`src/rtl/button_conditioner.sv`:
```
// Six-channel push-button front end: sync, polarity fix, debounce, press pulses and hold counters.
// Optional BTN_AUTOREPEAT_EN adds periodic repeat pulses on the four stat channels.
module button_conditioner #(
    parameter int unsigned DEBOUNCE_CYCLES = 50000,
    parameter int unsigned TICK_CYCLES     = 50000000,
    parameter int unsigned REPEAT_CYCLES   = 25000000,
    parameter bit          ACTIVE_LOW      = 1'b1
) (
    input  logic       clk,
    input  logic       rst_n,
    input  logic       raw_salud,
    input  logic       raw_energia,
    input  logic       raw_hambre,
    input  logic       raw_diversion,
    input  logic       raw_reset,
    input  logic       raw_test,
    output logic       btn_salud,
    output logic       btn_energia,
    output logic       btn_hambre,
    output logic       btn_diversion,
    output logic       btn_reset,
    output logic       btn_test,
    output logic [2:0] count_reset,
    output logic [2:0] count_test
);

    localparam int NCH  = 6;
    localparam int NSTAT = 4;
    localparam int DB_W = $clog2(DEBOUNCE_CYCLES + 1);
    localparam int TK_W = $clog2(TICK_CYCLES + 1);

    localparam logic [DB_W-1:0] DB_MAX    = DB_W'(DEBOUNCE_CYCLES);
    localparam logic [TK_W-1:0] TICK_LAST = TK_W'(TICK_CYCLES - 1);
    localparam logic [NCH-1:0]  RELEASED  = ACTIVE_LOW ? {NCH{1'b1}} : {NCH{1'b0}};

    if (DEBOUNCE_CYCLES < 1 || TICK_CYCLES < 1 || REPEAT_CYCLES < 1) begin : g_bad_params
        $error("button_conditioner: cycle parameters must be at least 1");
    end

    // Channel order: 0 salud, 1 energia, 2 hambre, 3 diversion, 4 reset, 5 test.
    logic [NCH-1:0]   raw;
    logic [NCH-1:0]   sync1, sync2;
    logic [NCH-1:0]   pressed;
    logic [NCH-1:0]   stable, stable_next;
    logic [DB_W-1:0]  db_cnt      [NCH];
    logic [DB_W-1:0]  db_cnt_next [NCH];
    logic [NSTAT-1:0] stable_d;
    logic [NSTAT-1:0] pulse, pulse_next;
    logic [TK_W-1:0]  tick  [2];
    logic [2:0]       count [2];

    assign raw = {raw_test, raw_reset, raw_diversion, raw_hambre, raw_energia, raw_salud};

    // NOTE: sequential state uses non-blocking assignments so every flop samples pre-edge values.
    always_ff @(posedge clk) begin
        if (!rst_n) begin
            sync1 <= RELEASED;
            sync2 <= RELEASED;
        end else begin
            sync1 <= raw;
            sync2 <= sync1;
        end
    end

    assign pressed = ACTIVE_LOW ? ~sync2 : sync2;

    // NOTE: every combinational output gets a default first so no latch is inferred.
    always_comb begin
        for (int i = 0; i < NCH; i++) begin
            stable_next[i] = stable[i];
            db_cnt_next[i] = '0;
            if (pressed[i] != stable[i]) begin
                if (db_cnt[i] == DB_MAX) begin
                    stable_next[i] = ~stable[i];
                end else begin
                    db_cnt_next[i] = db_cnt[i] + DB_W'(1);
                end
            end
        end
    end

`ifdef BTN_AUTOREPEAT_EN
    localparam int RP_W = $clog2(REPEAT_CYCLES + 1);
    localparam logic [RP_W-1:0] REP_LAST = RP_W'(REPEAT_CYCLES - 1);

    logic [RP_W-1:0] rep_cnt      [NSTAT];
    logic [RP_W-1:0] rep_cnt_next [NSTAT];

    // rep_cnt counts edges since the last pulse; release (stable_next low) kills a due repeat.
    always_comb begin
        for (int i = 0; i < NSTAT; i++) begin
            pulse_next[i]   = stable[i] & ~stable_d[i];
            rep_cnt_next[i] = '0;
            if (stable_next[i] && !pulse_next[i]) begin
                if (rep_cnt[i] == REP_LAST) begin
                    pulse_next[i] = 1'b1;
                end else begin
                    rep_cnt_next[i] = rep_cnt[i] + RP_W'(1);
                end
            end
        end
    end

    always_ff @(posedge clk) begin
        if (!rst_n) begin
            rep_cnt <= '{default: '0};
        end else begin
            rep_cnt <= rep_cnt_next;
        end
    end
`else
    assign pulse_next = stable[NSTAT-1:0] & ~stable_d;
`endif

    always_ff @(posedge clk) begin
        if (!rst_n) begin
            stable   <= '0;
            stable_d <= '0;
            pulse    <= '0;
            db_cnt   <= '{default: '0};
        end else begin
            stable   <= stable_next;
            stable_d <= stable[NSTAT-1:0];
            pulse    <= pulse_next;
            db_cnt   <= db_cnt_next;
        end
    end

    // Hold counters clear on stable_next so the count drops on the same edge as the level.
    always_ff @(posedge clk) begin
        if (!rst_n) begin
            tick  <= '{default: '0};
            count <= '{default: '0};
        end else begin
            for (int j = 0; j < 2; j++) begin
                if (!stable_next[NSTAT+j]) begin
                    tick[j]  <= '0;
                    count[j] <= '0;
                end else if (stable[NSTAT+j]) begin
                    if (tick[j] == TICK_LAST) begin
                        tick[j] <= '0;
                        if (count[j] != 3'd7) begin
                            count[j] <= count[j] + 3'd1;
                        end
                    end else begin
                        tick[j] <= tick[j] + TK_W'(1);
                    end
                end
            end
        end
    end

    assign btn_salud     = pulse[0];
    assign btn_energia   = pulse[1];
    assign btn_hambre    = pulse[2];
    assign btn_diversion = pulse[3];
    assign btn_reset     = stable[4];
    assign btn_test      = stable[5];
    assign count_reset   = count[0];
    assign count_test    = count[1];

endmodule

```
`config.mk`:
```
export PLATFORM = sky130hd
export DESIGN_NAME = button_conditioner
export DESIGN_NICKNAME = d
export VERILOG_FILES = /design/src/rtl/button_conditioner.sv
export SDC_FILE = /design/constraint.sdc
export NUM_CORES = 1
export LEC_CHECK = 0
export ABC_CLOCK_PERIOD_IN_PS = 2300
export CAP_MARGIN = 20
export CORE_ASPECT_RATIO = 0.5
export CORE_MARGIN = 10
export CORE_UTILIZATION = 50
export CTS_BUF_LIST = sky130_fd_sc_hd__clkbuf_8
export DETAILED_ROUTE_END_ITERATION = 10
export DONT_BUFFER_PORTS = 1
export GPL_ROUTABILITY_DRIVEN = 0
export SYNTH_ARGS = -nofsm -noshare
export SYNTH_HDL_FRONTEND = slang
export SYNTH_SLANG_ARGS = --single-unit
```
`constraint.sdc`:
```
create_clock -name clk -period 2.3 [get_ports clk]
set_clock_uncertainty 0.15 [all_clocks]
set_input_delay 0.23 -clock clk [delete_from_list [all_inputs] [get_ports clk]]
set_output_delay 0.23 -clock clk [all_outputs]
set_load 0.03 [all_outputs]
```
==> key figures, run 1 <==
Clock tree
  • H-tree levels: 4
  • Clock transition at path regs: 0.10 ns
  • Root buffer cell: clkbuf_8
  • TritonCTS clock tree: done
  • CTS Buf Count: 17
  • Clock sinks: 180
  • Post-CTS setup buffer count: 0
  • Insertion delay to the later sink of the worst-skew pair: 0.46 ns
  • Maximum clock insertion buffer count: 2
  • Hold-fix buffers, CTS: 7
  • Post-CTS Resized: 0

Synthesis
  • Netlist cell types: 49
  • Synth area leaders: dfxtp_1, xor2_1, nor2_1
  • Post-synth EDFFs: 0
  • Syn avg cell area: 8.999 µm²
  • Top cell type's share of synthesized area: 0.4499
  • FFs w/ async S/R, synth: 0
  • Mapped Nets: 918
  • Number of synthesized register bits: 180
  • Sequential area share after synthesis: 0.4499
  • Syn Inst Count: 890
  • Synthesis warning total: 0
  • Post-synth top flop: dfxtp_1
  • Post-synth design cell area: 8009 µm²
  • Yosys top cell by area: dfxtp_1

Critical path
  • Crit-path slowest cell: or4b_1
  • CP Max Fanout: 20
  • Worst EP arrival: 2.32 ns
  • Worst Path Buf+Inv: 1
  • Worst path max stage delay: 0.61 ns
  • Crit path max-delay family: simple AND/OR/NAND/NOR gates
  • Worst setup SP type: flip-flop
  • WP data required: 2.49 ns
  • Crit path capture type: flip-flop
  • Class of the most critical setup path: flip-flop to flip-flop
  • CP Cell Sequence: ha_1 > nor4b_1 > nand2_1 > or4b_1 > o21bai_4 > buf_12 > nor2_1

Placement
  • Dpl hpwl: 9.967 mm
  • PortBufs: 0

Routing
  • Total wire length: 14.58 mm
  • Vias: 5,910
  • DR WL/cell: 12.82 µm
  • Drt pass-1 iters: 5
  • # DRC: 0
  • Post-DRT Antenna Nets: 0
  • Number of vias per cell: 5.198
  • DR iter-0 viols: 247

Flow run
  • Max-cap violations: 0

STA
  • RSZ-0062 raised after global routing: false
  • Slew Limit Fails: 0
  • Hold violation total from the final report: 0
  • # setup viols final: 0
  • Fin crit period: 2.126 ns
  • Final setup TNS: 0 ns
  • Worst slew margin: 0.3507
  • Final worst path period share: 0.9243
  • Fmax: 0.4704 GHz
  • Worst slew pin tran: 0.9708 ns

Die
  • Die width: 199.0 µm
  • Die area: 21,790 µm²
  • Die Ht: 109.5 µm
  • Ports: 20
  • Starting Density: 0.5155
  • Core Region: 15,530 µm²
  • # rows: 32

Power and ir drop
  • Maximum vdd drop: 459.5 µV
  • Flop pwr share: 0.587
  • Comb power frac: 0.010
  • Sw Share: 0.2396
  • Lkg Pwr: 0.002930 µW
  • Power Total: 5338 µW
  • Power density over the cells: 605.0 nW/µm²
  • P_sw: 1279 µW
  • Clk pwr share: 0.403
  • Internal: 4059 µW

Finish
  • Fraction of layout cells with a size suffix above 1: 0.09003
  • Nets: 948
  • Synthesis-to-layout area growth: 10.15%
  • Diode count: 0

GRT
  • Grt total ovfl: 0
  • Largest net degree at the start of global routing: 26
  • Vias in the first global route: 5,611
  • Global Route Usage Sum: 0.1394
  • Wire length of the first global-routing pass: 25.50 mm
  • Initial antenna violation count: 0

Hold path
  • HP Class: input port to flip-flop

Status
  • Run status: finished clean
## stage by stage
step	setup slack [ns]	hold WS (ns)	cells	util	instance area, µm²
2_1_floorplan	0.1990	0.1815	890	-	8009
3_3_place_gp	0.2384	0.1575	1098	0.5379	8356
3_5_place_dp	0.1800	0.1624	1098	0.5379	8356
4_1_cts	0.1633	0.02597	1137	0.5679	8822
5_1_grt	0.01051	0.04292	1137	0.5679	8822
6_report	0.1741	0.05486	1137	0.5679	8822
## synth_stat cells, types with 7 or more instances
master / number
and4_1: 22
nand2b_1: 13
and3_1: 21
nor3_1: 13
xnor2_1: 50
clkbuf_1: 14
nand4_1: 50
nor2_1: 163
ha_1: 20
nand2_1: 57
inv_1: 26
nor2b_1: 10
a21oi_1: 10
xor2_1: 83
nor4_1: 12
nand3_1: 57
dfxtp_1: 180
nand3b_1: 7
## cell families (layout without fill, tap and decap cells)
| family | after synthesis | in the layout | synth area share |
|---|---|---|---|
| buffers and inverters | 53 | 96 | 0.03296 |
| xor gates and xnor gates | 133 | 133 | 0.1454 |
| adders and majority gates | 20 | 20 | 0.03125 |
| AOI/OAI and AO/OA | 24 | 24 | 0.02031 |
| muxes | 6 | 6 | 0.007811 |
| and+or+nand+nor | 474 | 474 | 0.3123 |
| DFF | 180 | 180 | 0.4499 |
## tightest hold or removal path, stage by stage
cell and delay [ns]:
nand2_1 0.04, mux2_2 0.27, inv_1 0.06
## path summary, 6_finish.rpt
kind / startpoint / end / slack, ns / cells past startpoint
worst max-delay path: tick[26]$_SDFFE_PN0P_ / tick[42]$_SDFFE_PN0P_ / 0.17 / 7
worst min-delay path: rst_n / stable[5]$_SDFF_PN0_ / 0.05 / 3
worst max register to register: tick[26]$_SDFFE_PN0P_ / tick[42]$_SDFFE_PN0P_ / 0.17 / 7
worst min register to register: stable_d[1]$_SDFF_PN0_ / pulse[1]$_SDFF_PN0_ / 0.24 / 1
## layer usage
metal  share of wire  vias up  track usage  wire length (µm)
li1                -     3094            -                 -
met1            0.51     2743       0.1776              7447
met2            0.45       67       0.2330              6519
met3           0.038        6      0.03751               554
met4          0.0040        0      0.03245                59
met5               0        -            0                 0
## flip-flops by register name (all words and copies together) (netlist names)
name and cells:
count_reset 3, pulse 4, sync1 6, tick 52, count_test 3, db_cnt 96, stable_d 4, sync2 6
stable 6
## area by class of cell
cell class	instances	area [µm²]
Clock buffer	17	234.0
Clock inverter	15	162.7
Fill cell	1395	6713
Inverter	26	97.59
Multi-Input combinational cell	657	4141
Sequential cell	180	3603
Tap cell	204	255.2
Timing Repair Buffer	38	327.8
## cell usage in the layout, fill, tap and decap left out, types with 13 or more instances in the layout
cell	count
and3_1	21
and4_1	22
buf_4	29
clkbuf_8	17
dfxtp_1	180
ha_1	20
inv_1	26
nand2_1	57
nand2b_1	13
nand3_1	57
nand4_1	50
nor2_1	163
nor3_1	13
xnor2_1	50
xor2_1	83
## power by group through the flow
stage          Clock [µW]  Combinational, µW  Sequential (µW)
2_1_floorplan           0               33.8             3210
3_3_place_gp            0               36.3             3210
3_5_place_dp            0               37.5             3210
4_1_cts              2230               53.7             3140
5_1_grt              2340               60.8             3140
6_report             2150               52.7             3140
No activity file was read; power rests on OpenSTA's default activity.
==> inputs of run 2 (changes only) <==
CORE_UTILIZATION = 45   (was 50)
==> run 2 against run 1 <==
Effect of this change: utilization is 5.8 points lower; largest power group unchanged; wire length is 2.1% higher; fmax hardly changed; worst hold slack worse by 0.0040 ns; sequential cell count stayed put; critical path type unchanged; final area is 0.60% higher; via count is 0.32% higher; setup slack worse by 0.0012 ns; first-iteration DRC count is 4.9% higher; non-clock buffer count is 2 higher; clock power is 5% lower; global-route usage is 1.1 points lower.
==> key figures, run 2 (same netlist as run 1, synthesis figures left out) <==
Status
  • Run status: finished clean (unchanged)

Placement
  • Post-place instance area: 8401 µm² (was 8356 µm²)
  • PortBufs: 0 (unchanged)
  • Dpl hpwl: 10.18 mm (was 9.967 mm)

Clock tree
  • H-tree levels: 4 (unchanged)
  • Clock transition at path regs: 0.10 ns (about the same)
  • CTS Buf Count: 17 (unchanged)
  • Root buffer cell: clkbuf_8 (unchanged)
  • Clock sinks: 180 (unchanged)
  • Insertion delay to the later sink of the worst-skew pair: 0.46 ns (about the same)
  • TritonCTS clock tree: done (unchanged)
  • Post-CTS Resized: 0 (unchanged)
  • Maximum clock insertion buffer count: 2 (unchanged)

Critical path
  • Class of the most critical setup path: flip-flop to flip-flop (unchanged)
  • CP Cell Sequence: ha_1 > nor4b_1 > nand2_1 > or4b_1 > o21bai_4 > buf_12 > nor2_1 (unchanged)
  • Worst Path Buf+Inv: 1 (unchanged)
  • Crit path capture type: flip-flop (unchanged)
  • Levels on crit path: 7 (unchanged)
  • Crit path launch: tick[27]$_SDFFE_PN0P_ (was tick[26]$_SDFFE_PN0P_)
  • CP endpoint: tick[51]$_SDFFE_PN0P_ (was tick[42]$_SDFFE_PN0P_)
  • Crit path max-delay family: simple AND/OR/NAND/NOR gates (unchanged)
  • Worst R2R Setup Slack: 0.17 ns (about the same)
  • WP data required: 2.50 ns (was 2.49 ns)
  • Worst setup SP type: flip-flop (unchanged)
  • Crit-path slowest cell: or4b_1 (unchanged)
  • Worst path max stage delay: 0.60 ns (was 0.61 ns)
  • CP Max Fanout: 20 (unchanged)
  • R2R cell count: 7 (unchanged)
  • R2R Path End: tick[51]$_SDFFE_PN0P_ (was tick[42]$_SDFFE_PN0P_)
  • Worst EP arrival: 2.33 ns (was 2.32 ns)
  • Reg2reg start: tick[27]$_SDFFE_PN0P_ (was tick[26]$_SDFFE_PN0P_)

Die
  • Die Ht: 114.3 µm (was 109.5 µm)
  • Die area: 23,860 µm² (was 21,790 µm²)
  • Core Region: 17,400 µm² (was 15,530 µm²)
  • # rows: 34 (was 32)
  • Ports: 20 (unchanged)
  • Die width: 208.7 µm (was 199.0 µm)
  • Starting Density: 0.4603 (was 0.5155)

Routing
  • DR iter-0 viols: 259 (was 247)
  • Drt pass-1 iters: 4 (was 5)
  • Vias: 5,929 (was 5,910)
  • Number of vias per cell: 5.072 (was 5.198)
  • DR WL/cell: 12.73 µm (was 12.82 µm)
  • Total wire length: 14.88 mm (was 14.58 mm)
  • # DRC: 0 (unchanged)
  • Post-DRT Antenna Nets: 0 (unchanged)

STA
  • Worst slew margin: 0.6169 (was 0.3507)
  • RSZ-0062 raised after global routing: false (unchanged)
  • Final setup TNS: 0 ns (unchanged)
  • # setup viols final: 0 (unchanged)
  • Final worst path period share: 0.9248 (was 0.9243)
  • Final Hold Slack: 0.05082 ns (was 0.05486 ns)
  • Hold violation total from the final report: 0 (unchanged)
  • Fin crit period: 2.127 ns (was 2.126 ns)
  • Slew Limit Fails: 0 (unchanged)
  • Fmax: 0.4701 GHz (was 0.4704 GHz)
  • Worst slew pin tran: 0.5730 ns (was 0.9708 ns)

Flow run
  • Max-cap violations: 0 (unchanged)

GRT
  • Vias in the first global route: 5,716 (was 5,611)
  • Initial antenna violation count: 0 (unchanged)
  • Largest net degree at the start of global routing: 26 (unchanged)
  • Global Route Usage Sum: 0.1284 (was 0.1394)
  • Wire length of the first global-routing pass: 26.27 mm (was 25.50 mm)
  • Grt total ovfl: 0 (unchanged)

Finish
  • Post-route cell area: 8875 µm² (was 8822 µm²)
  • Diode count: 0 (unchanged)
  • Synthesis-to-layout area growth: 10.81% (was 10.15%)
  • Top reg by flops: db_cnt (unchanged)
  • Max reg flops: 96 (unchanged)
  • Most frequent cells in the layout: dfxtp_1, nor2_1, xor2_1, nand2_1, nand3_1 (unchanged)
  • Nets: 950 (was 948)
  • Commonest non-fill, non-tap cell in the layout: dfxtp_1 (unchanged)
  • Fraction of layout cells with a size suffix above 1: 0.09091 (was 0.09003)
  • Largest regs: db_cnt: 96 flops, tick: 52 flops (unchanged)

Power and ir drop
  • Lkg Pwr: 0.002936 µW (was 0.002930 µW)
  • Power density over the cells: 590.9 nW/µm² (was 605.0 nW/µm²)
  • Maximum vdd drop: 370.5 µV (was 459.5 µV)
  • Power Total: 5244 µW (was 5338 µW)

Hold path
  • HP Class: input port to flip-flop (unchanged)
  • Min-Delay Path Depth: 3 (unchanged)
==> run 2: cell count changes in the layout (fill, tap and decap cells not counted), sizes merged <==
cell / delta
bufinv: -1
buf: +2
clkinvlp: +1
==> run 2: power breakdown <==
| group | switching (µW) | total [µW] | internal [µW] |
|---|---|---|---|
| logic | 29.8 | 58.4 | 28.6 |
| clock network | 1250 | 2050 | 797 |
| registers | 7.82 | 3130 | 3130 |
| total | 1290 | 5240 | 3950 |
==> run 2: timing repair <==
item | in CTS | in global routing
setup buffers | 0 | 0
hold buffers | 7 | 0
hold endpoints to repair | 95 | 0
==> run 2: worst register-to-register path, stage by stage (launching register included) <==
cell and delay (ns):
dfxtp_1 0.35, ha_1 0.17, nor4b_1 0.24, nand2_1 0.12, or4b_1 0.60, o21bai_4 0.17
buf_12 0.17, nor2_1 0.07
==> run 2: how the worst min path moves through the flow <==
stage                           endpoint      start  slack (ns)
global placement     sync1[5]$_SDFF_PN1_      rst_n        0.17
finish              tick[0]$_SDFFE_PN0P_      rst_n        0.05
CTS                 tick[0]$_SDFFE_PN0P_      rst_n        0.02
floorplan            sync1[0]$_SDFF_PN1_  raw_salud        0.18
global route        tick[2]$_SDFFE_PN0P_      rst_n        0.05
detailed placement   sync1[5]$_SDFF_PN1_      rst_n        0.17
==> run 2: through the flow <==
step           worst slack, ns    util  cells
5_1_grt                0.02704  0.5101   1169
3_3_place_gp            0.2191  0.4828   1129
4_1_cts                0.09247  0.5085   1168
3_5_place_dp            0.1881  0.4828   1129
6_report                0.1729  0.5101   1169
2_1_floorplan           0.1990       -    890
==> run 2: metal layers <==
layer  global-route usage  vias to the layer above  share of wire
met2               0.2110                       70           0.45
met1               0.1625                     2756           0.50
met4              0.04431                        0          0.016
li1                     -                     3089              -
met3              0.03159                       14          0.034
met5                    0                        -              0
==> run 2: cell type report <==
class                   instances  area [µm²]
fillers                      1662        8524
multi-input cells             657        4141
flip-flops and latches        180        3603
repair buffers                 40       362.8
well taps                     234       292.8
clock buffers                  17       234.0
clock inverters                15       142.6
inverters                      26       97.59
